$ cat config.mk
export PLATFORM = sky130hd
export DESIGN_NAME = arb2_stream
export DESIGN_NICKNAME = d
export VERILOG_FILES = /design/src/rtl/arb2_stream.sv
export SDC_FILE = /design/constraint.sdc
export NUM_CORES = 1
export LEC_CHECK = 0
export BUFFER_PORTS_ARGS = -buffer_cell sky130_fd_sc_hd__buf_4
export CAP_MARGIN = 5
export CORE_MARGIN = 4
export CORE_UTILIZATION = 40
export CTS_CLUSTER_DIAMETER = 40
export DETAILED_ROUTE_END_ITERATION = 10
export GPL_ROUTABILITY_DRIVEN = 0
export PLACE_DENSITY = 0.74
export SYNTH_ARGS = -nofsm -noshare
export SYNTH_HDL_FRONTEND = slang
export SYNTH_SLANG_ARGS = --single-unit
$ cat constraint.sdc
create_clock -name clk -period 1.3 [get_ports clk]
set_input_delay 0.195 -clock clk [delete_from_list [all_inputs] [get_ports clk]]
set_output_delay 0.195 -clock clk [all_outputs]
set_load 0.05 [all_outputs]
$ cat src/rtl/arb2_stream.sv
// Two-input round-robin valid/ready arbiter with a one-entry output register.
// sel follows the downstream 2:1 mux convention: 0 = a, 1 = b.
module arb2_stream #(
  parameter int WIDTH = 8
) (
  input  logic             clk,
  input  logic             rst,
  input  logic             a_valid,
  input  logic [WIDTH-1:0] a_data,
  output logic             a_ready,
  input  logic             b_valid,
  input  logic [WIDTH-1:0] b_data,
  output logic             b_ready,
  output logic             out_valid,
  output logic [WIDTH-1:0] out_data,
  input  logic             out_ready,
  output logic             sel
);

  logic last;
  logic can_load;
  logic win_a;
  logic win_b;

  // On a tie the source opposite the last grant wins.
  always_comb begin
    can_load = !out_valid || out_ready;
    win_a    = a_valid && (!b_valid || last);
    win_b    = b_valid && (!a_valid || !last);
    a_ready  = !rst && can_load && win_a;
    b_ready  = !rst && can_load && win_b;
  end

  always_ff @(posedge clk) begin
    if (rst) begin
      out_valid <= 1'b0;
      out_data  <= '0;
      sel       <= 1'b0;
      last      <= 1'b1;
    end else if (can_load) begin
      unique case (1'b1)
        win_a: begin
          out_data  <= a_data;
          sel       <= 1'b0;
          last      <= 1'b0;
          out_valid <= 1'b1;
        end
        win_b: begin
          out_data  <= b_data;
          sel       <= 1'b1;
          last      <= 1'b1;
          out_valid <= 1'b1;
        end
        default: out_valid <= 1'b0;
      endcase
    end
  end

endmodule

==> results of run 1 <==
-- area by class of cell --
cell class                      count  area share, %
Sequential cell                    11          25.75
Timing Repair Buffer               36          31.76
Clock buffer                        4          3.004
Tap cell                           15          2.146
Multi-Input combinational cell     50          36.91
Inverter                            1         0.4292
-- cells by family (layout without fill, tap and decap cells) --
family	count (synthesis)	after routing	share of synthesized area, %
AND/OR/NAND/NOR	28	28	22.35
AO/OA/AOI/OAI	22	22	29.95
flip-flops	11	11	40.55
buffers and inverters	6	41	7.140
-- layout by cell type, fill, tap and decap left out, drive strengths merged, types with 2 or more instances in the layout --
cell,instances
clkbuf,4
nand2,19
a311oi,8
dfxtp,11
a21oi,10
buf,36
nor2,3
nor3,2
-- stage by stage --
stage / util (%) / setup TNS, ns
final: 68.06 / -0.04637
after detailed placement: 63.10 / 0
after floorplan: - / 0
after global routing: 68.06 / -0.2236
after global placement: 63.10 / 0
after CTS: 67.87 / -0.06680
-- worst paths after layout --
| path | from | endpoint | slack (ns) | cells after the start |
|---|---|---|---|---|
| max | last | a_ready | -0.02 | 4 |
| min | a_data[7] | out_data[7] | 0.19 | 3 |
| max reg2reg | last | out_data[0] | 0.08 | 4 |
| min reg2reg | sel | sel | 0.49 | 2 |
-- cell usage after synthesis (all sizes together) --
library cell	n
a21boi	1
or2b	1
a211o	1
o21ai	1
nor2b	1
nand2	19
a21oi	10
a21bo	1
nand2b	1
a311oi	8
dfxtp	11
buf	5
or2	1
inv	1
nor3	2
nor2	3
-- registers in the layout (all words and copies together), names as in the netlist --
signal and count:
last 1, out_data 8, out_valid 1, sel 1
-- worst max-delay path, stage by stage, from the launching register on --
cell and delay (ns):
dfxtp_4 0.35, or2b_1 0.24, nand2_2 0.08, nor3_4 0.04, buf_6 0.15
-- per-layer routing --
| metal | GRT usage [%] | share of wire, % |
|---|---|---|
| met1 | 19.27 | 42 |
| met2 | 22.64 | 50 |
| met3 | 2.390 | 7.2 |
| met4 | 10.53 | 1.1 |
| met5 | 0 | 0 |
-- report_power, final --
part / switching, W / internal (W) / leakage, nW
clock network: 0.000115 / 0.000119 / 0.0150
logic: 0.000204 / 0.000137 / 0.299
registers: 0.0000184 / 0.000368 / 0.0918
total: 0.000338 / 0.000624 / 0.405
-- repair_timing --
action	CTS	global route
setup buffers	2	0
gates resized for setup	7	1
endpoints found under the setup margin	2	4
pin swaps	2	1
==> results.json, run 1 <==
{
  "grt_overflow": 0,
  "relSlewSlack_pct": 78.30,
  "dp_worst_setup_slack_ns": 0.06638,
  "finalHoldViolCount": 0,
  "io_buffers": 32,
  "place_area_sq_um": 810.8,
  "violations": "setup timing",
  "cp_max_fo": 4,
  "cts_tree": "built",
  "finalSetupViolations": 2,
  "timing.final.ws_setup_ns": -0.02489,
  "route.detailed.drc": 0,
  "boundaryPins": 33,
  "ir_worst_vdd_mv": 0.7213,
  "clock.fmax_ghz": 0.7548,
  "antennaDiodeCount": 0,
  "grt_max_degree": 14,
  "synth_seq_cells": 11,
  "grt_usage_pct": 14.97,
  "place_inst": 111,
  "synth_top_area_share_pct": 40.55,
  "rsz0062_at_grt": "true",
  "grt_pass1_wl_mm": 2.166,
  "syn_area_sq_um": 543.0,
  "dp_hpwl_mm": 1.053,
  "via_per_inst": 4.940,
  "syn_nets": 88,
  "total_power_w": 0.0009622,
  "drive_gt1_share_pct": 47.06,
  "yosysWarnings": 0,
  "cts_buffer_depth": 2,
  "core_sq_mm": 0.001285,
  "hold_buffers": 0,
  "powerDensity_mw_per_mm2": 1100,
  "maxCapViolations": 0,
  "critical_path_required_ns": 1.11,
  "path_clk_slew_ns": 0.07,
  "netlist.top_cell.by_area": "dfxtp_1",
  "finalCritPeriodShare_pct": 101.9,
  "rows": 13,
  "synth_cell_type_count": 19,
  "numCtsBuffers": 3,
  "finalCriticalPeriod_ns": 1.325,
  "fillers": 126,
  "avgSynthCellArea_sq_um": 8.105,
  "finalHoldWorstSlack_ns": 0.1918,
  "layout.cells.non_filler": 117,
  "cp.arrival_ns": 1.13,
  "drt_first_pass_iters": 5,
  "nets": 124,
  "min_path_type": "input port to flop",
  "clock-sinks": 11,
  "synthTopCellsByArea": "dfxtp_1, nand2_1, a311oi_1",
  "area_delta_synth_final_pct": 61.06,
  "leakage_nw": 0.4053,
  "finalClockSkew_ns": 0.004470,
  "antenna_found_initial": 0,
  "path_class": "flop to primary output",
  "synth_seq_area_share_pct": 40.55,
  "multi_input_area_sq_um": 322.8,
  "worst_slew_pin_slew_ns": 0.3252,
  "die_x_microns": 44.85,
  "cp-end-kind": "primary output",
  "status": "complete, but fails checks",
  "ant_nets": 0,
  "synth_cells": 67,
  "via_count": 578,
  "die_h_microns": 44.85,
  "clk_latency_ns": 0.27,
  "ctsHtreeMaxLevel": 1,
  "cts_root_buf": "clkbuf_4",
  "start_kind": "flop",
  "slew_viol_final": 0,
  "drt-total-wl_mm": 1.416,
  "dieArea_sq_mm": 0.002011,
  "drt_iter0_drc": 12,
  "final_area_sq_um": 874.6,
  "grt_pass1_vias": 518,
  "start_util_pct": 42.26,
  "wl_per_cell_microns": 12.10,
  "register_area_sq_um": 225.2
}
No activity file was read; power rests on OpenSTA's default activity.
==> run 2: changes to the inputs <==
RECOVER_POWER = 100   (was unset)
==> run 2 against run 1 <==
The run still ends with setup timing left. Clock power about the same. Via count up 0.87%. Sequential cell count is the same. Setup slack better by 0.00052 ns. Critical endpoint unchanged. Largest cell class unchanged.
==> results.json, run 2 (same netlist as run 1, synthesis figures left out) <==
{
  "largest_register": "out_data",
  "die_h_microns": 44.85,
  "grt_pass1_vias": 518,
  "status": "complete, but fails checks",
  "finalCritPeriodShare_pct": 101.9,
  "critical_path_required_ns": 1.11,
  "antennaDiodeCount": 0,
  "clock.fmax_ghz": 0.7551,
  "layout_commonest_cell": "buf_4",
  "maxCapViolations": 0,
  "cts_root_buf": "clkbuf_4",
  "via_per_inst": 4.983,
  "cp-end-kind": "primary output",
  "dp_hpwl_mm": 1.053,
  "wl_per_cell_microns": 12.14,
  "grt_usage_pct": 14.97,
  "drt-total-wl_mm": 1.420,
  "start_util_pct": 42.26,
  "register_area_sq_um": 225.2,
  "utilization_pct": 65.82,
  "finalCriticalPeriod_ns": 1.324,
  "core_sq_mm": 0.001285,
  "area_delta_synth_final_pct": 55.76,
  "cp.arrival_ns": 1.13,
  "place_inst": 111,
  "rsz0062_at_grt": "true",
  "cts_tree": "built",
  "start_kind": "flop",
  "min_path_type": "input port to flop",
  "worst_slew_pin_slew_ns": 0.3285,
  "multi_input_area_sq_um": 322.8,
  "hold_buffers": 0,
  "clk_latency_ns": 0.27,
  "drt_first_pass_iters": 2,
  "dieArea_sq_mm": 0.002011,
  "nets": 124,
  "final_cell_mix": "buf_4, nand2_1, a21oi_1, clkbuf_2, dfxtp_1",
  "path_clk_slew_ns": 0.07,
  "rows": 13,
  "ctsHtreeMaxLevel": 1,
  "violations": "setup timing",
  "grt_overflow": 0,
  "path_class": "flop to primary output",
  "drive_gt1_share_pct": 46.08,
  "cts_buffer_depth": 2,
  "finalSetupViolations": 2,
  "ant_nets": 0,
  "timing.final.ws_setup_ns": -0.02438,
  "ir_worst_vdd_mv": 0.7155,
  "fillers": 134,
  "clock-sinks": 11,
  "numCtsBuffers": 3,
  "io_buffers": 32,
  "grt_pass1_wl_mm": 2.166,
  "finalHoldViolCount": 0,
  "antenna_found_initial": 0,
  "finalClockSkew_ns": 0.003987,
  "leakage_nw": 0.3947,
  "via_count": 583,
  "cp_max_fo": 4,
  "powerDensity_mw_per_mm2": 1116,
  "layout.cells.non_filler": 117,
  "die_x_microns": 44.85,
  "grt_max_degree": 14,
  "drt_iter0_drc": 2,
  "relSlewSlack_pct": 78.08,
  "slew_viol_final": 0,
  "largest_reg_flops": 8,
  "boundaryPins": 33,
  "route.detailed.drc": 0
}
[run 2: cell count changes in the layout (fill, tap and decap cells not counted)]
cell      previous run  this run
buf_4               34        23
clkbuf_1             1         2
clkbuf_2             0        10
[run 2: per-stage QoR]
step / TNS (ns) / hold slack [ns] / setup WS (ns) / area [sq um] / power [W]
6_report: -0.04516 / 0.1933 / -0.02438 / 845.8 / 0.0009438
3_3_place_gp: 0 / 0.4734 / 0.09497 / 810.8 / 0.0007193
2_1_floorplan: 0 / 0.2671 / 0.04616 / 571.8 / 0.0006091
3_5_place_dp: 0 / 0.4777 / 0.06638 / 810.8 / 0.0007225
5_1_grt: -0.2236 / 0.1888 / -0.08516 / 845.8 / 0.001000
4_1_cts: -0.06680 / 0.1831 / -0.03488 / 872.1 / 0.0009757
[run 2: critical path, stage by stage, from the launching register on]
cell	delay, ns
dfxtp_4	0.35
or2b_1	0.24
nand2_2	0.08
nor3_4	0.04
buf_6	0.15
[run 2: what timing repair did]
item / in CTS / in global routing
setup endpoints to repair: 2 / 4
pin swaps: 2 / 1
setup buffers: 2 / 0
resized for setup: 7 / 1
[run 2: final cells by class]
cell class                      instances  area share (%)
Sequential cell                        11           26.63
Inverter                                1          0.4438
Timing Repair Buffer                   36           29.44
Multi-Input combinational cell         50           38.17
Clock buffer                            4           3.107
Tap cell                               15           2.219
[run 2: layer usage]
layer	GRT usage, %	vias up	wire length, microns
met5	0	-	0
met1	19.27	256	619
met2	22.64	18	701
li1	-	307	-
met3	2.390	2	83
met4	10.53	0	16
[run 2: worst paths after layout]
kind / start / to / slack, ns / depth (start not counted)
hold reg to reg: sel / sel / 0.49 / 2
hold / removal: a_data[7] / out_data[7] / 0.19 / 3
setup reg to reg: last / out_data[0] / 0.07 / 4
setup / recovery: last / a_ready / -0.02 / 4
[run 2: report_power, final]
group          internal (W)  switching, W
clock              0.000119      0.000115
combinational      0.000119      0.000205
sequential         0.000368     0.0000180
==> run 3: changes to the inputs <==
CORE_UTILIZATION = 36   (was 40)
PLACE_DENSITY = 0.7   (was 0.74)
clock period = 1.15 ns   (was 1.3 ns; I/O delays follow)
==> run 3 against run 2 <==
The run still ends with setup timing left. Final cell count grew 4.3%. Wire length is 16% higher. Clock skew fell by 0.0021 ns. Critical path type unchanged. Critical endpoint unchanged.
==> results.json, run 3 (same netlist as run 1, synthesis figures left out) <==
{
  "status": "complete, but fails checks",
  "violations": "setup timing",
  "finalCriticalPeriod_ns": 1.314,
  "critical_path_required_ns": 0.98,
  "slowest_stage": "dfxtp_4",
  "hold_buffers": 0,
  "path_class": "flop to primary output",
  "path_clk_slew_ns": 0.07,
  "relSlewSlack_pct": 80.46,
  "final.setup.tns_ns": -0.3858,
  "largest_reg_flops": 8,
  "area_delta_synth_final_pct": 72.58,
  "slowest_delay_ns": 0.36,
  "clock-sinks": 11,
  "dp_worst_setup_slack_ns": 0.03989,
  "die_x_microns": 46.84,
  "slew_viol_final": 0,
  "rows": 13,
  "clock.fmax_ghz": 0.7612,
  "wl_per_cell_microns": 13.51,
  "min_path_type": "input port to flop",
  "r2r_start": "last",
  "worst_slew_pin_slew_ns": 0.2930,
  "drt-total-wl_mm": 1.648,
  "cp-startpoint": "last",
  "cp-end-kind": "primary output",
  "core_sq_mm": 0.001366,
  "route.detailed.drc": 0,
  "maxCapViolations": 0,
  "place_area_sq_um": 832.0,
  "r2r_setup_slack_ns": -0.07,
  "cts_root_buf": "clkbuf_4",
  "finalHoldViolCount": 0,
  "grt_pass1_vias": 587,
  "boundaryPins": 33,
  "finalSetupViolations": 4,
  "drt_iter0_drc": 8,
  "start_kind": "flop",
  "cp_max_fo": 4,
  "start_util_pct": 39.74,
  "finalClockSkew_ns": 0.001917,
  "cts_tree": "built",
  "numCtsBuffers": 3,
  "die_h_microns": 46.84,
  "finalCritPeriodShare_pct": 114.2,
  "clk_latency_ns": 0.26,
  "fillers": 128,
  "ir_worst_vdd_mv": 0.5551,
  "grt_overflow": 0,
  "ctsHtreeMaxLevel": 1,
  "dieArea_sq_mm": 0.002194,
  "hold_start": "a_data[6]",
  "ant_nets": 0,
  "io_buffers": 32,
  "nets": 129,
  "largest_register": "out_data",
  "rsz0062_at_grt": "true",
  "final_cell_mix": "buf_4, nand2_1, a21oi_1",
  "grt_usage_pct": 16.17,
  "dp_hpwl_mm": 1.154,
  "antennaDiodeCount": 0,
  "powerDensity_mw_per_mm2": 1182,
  "via_per_inst": 5.262,
  "via_count": 642,
  "drt_first_pass_iters": 4,
  "grt_max_degree": 14,
  "antenna_found_initial": 0,
  "layout_commonest_cell": "buf_4",
  "crit_path_cell_trace": "or2b_1, nand2_2, nor3_4, buf_6",
  "timing.final.ws_setup_ns": -0.1636,
  "cts_buffer_depth": 2,
  "cp.arrival_ns": 1.14,
  "leakage_nw": 0.4325,
  "grt_pass1_wl_mm": 2.442,
  "drive_gt1_share_pct": 54.21,
  "final_area_sq_um": 937.1
}
## run 3: critical path: cells and delay by family, from the launching register on
kind                   cells  cell delay, ns
AND/OR/NAND/NOR            3            0.38
buffers and inverters      1            0.15
flip-flops                 1            0.36
## run 3: through the flow
step                hold slack, ns  cells  util (%)  total power, W
finish                      0.1870    122     68.59        0.001107
global route                0.1786    122     68.59        0.001177
CTS                         0.1819    119     64.84        0.001091
detailed placement          0.4572    113     60.90       0.0008258
global placement            0.4470    113     60.90       0.0008241
floorplan                   0.2446     67         -       0.0006917
## run 3: repair_timing
action,in CTS,in global routing
gates resized for setup,4,10
pin swaps,12,3
hold endpoints to repair,0,0
endpoints found under the setup margin,2,10
gates cloned,0,1
setup buffers,2,2
## run 3: per-layer routing
layer,GRT usage (%),vias to the layer above,part of all wire [%]
met1,21.38,292,42
met3,4.981,2,9.6
li1,-,319,-
met2,23.58,29,48
met4,8.287,0,0.91
met5,0,-,0
## run 3: path summary, 6_finish.rpt
kind                               endpoint  cells past startpoint
worst min register to register          sel                      2
worst min-delay path            out_data[6]                      3
worst max-delay path                a_ready                      4
worst max register to register  out_data[2]                      4
## run 3: where the power goes
group	leakage [nW]	switching (W)	internal [W]
clock	0.0150	0.000125	0.000134
sequential	0.0921	0.0000202	0.000415
combinational	0.325	0.000254	0.000159
## run 3: cell type report
class / instances / area [sq um] / area share (%)
multi-input combinational: 51 / 377.9 / 40.32
timing repair buffer: 40 / 282.8 / 30.17
sequential: 11 / 227.7 / 24.30
clock buffer: 4 / 26.28 / 2.804
tap: 15 / 18.77 / 2.003
inverter: 1 / 3.754 / 0.4005
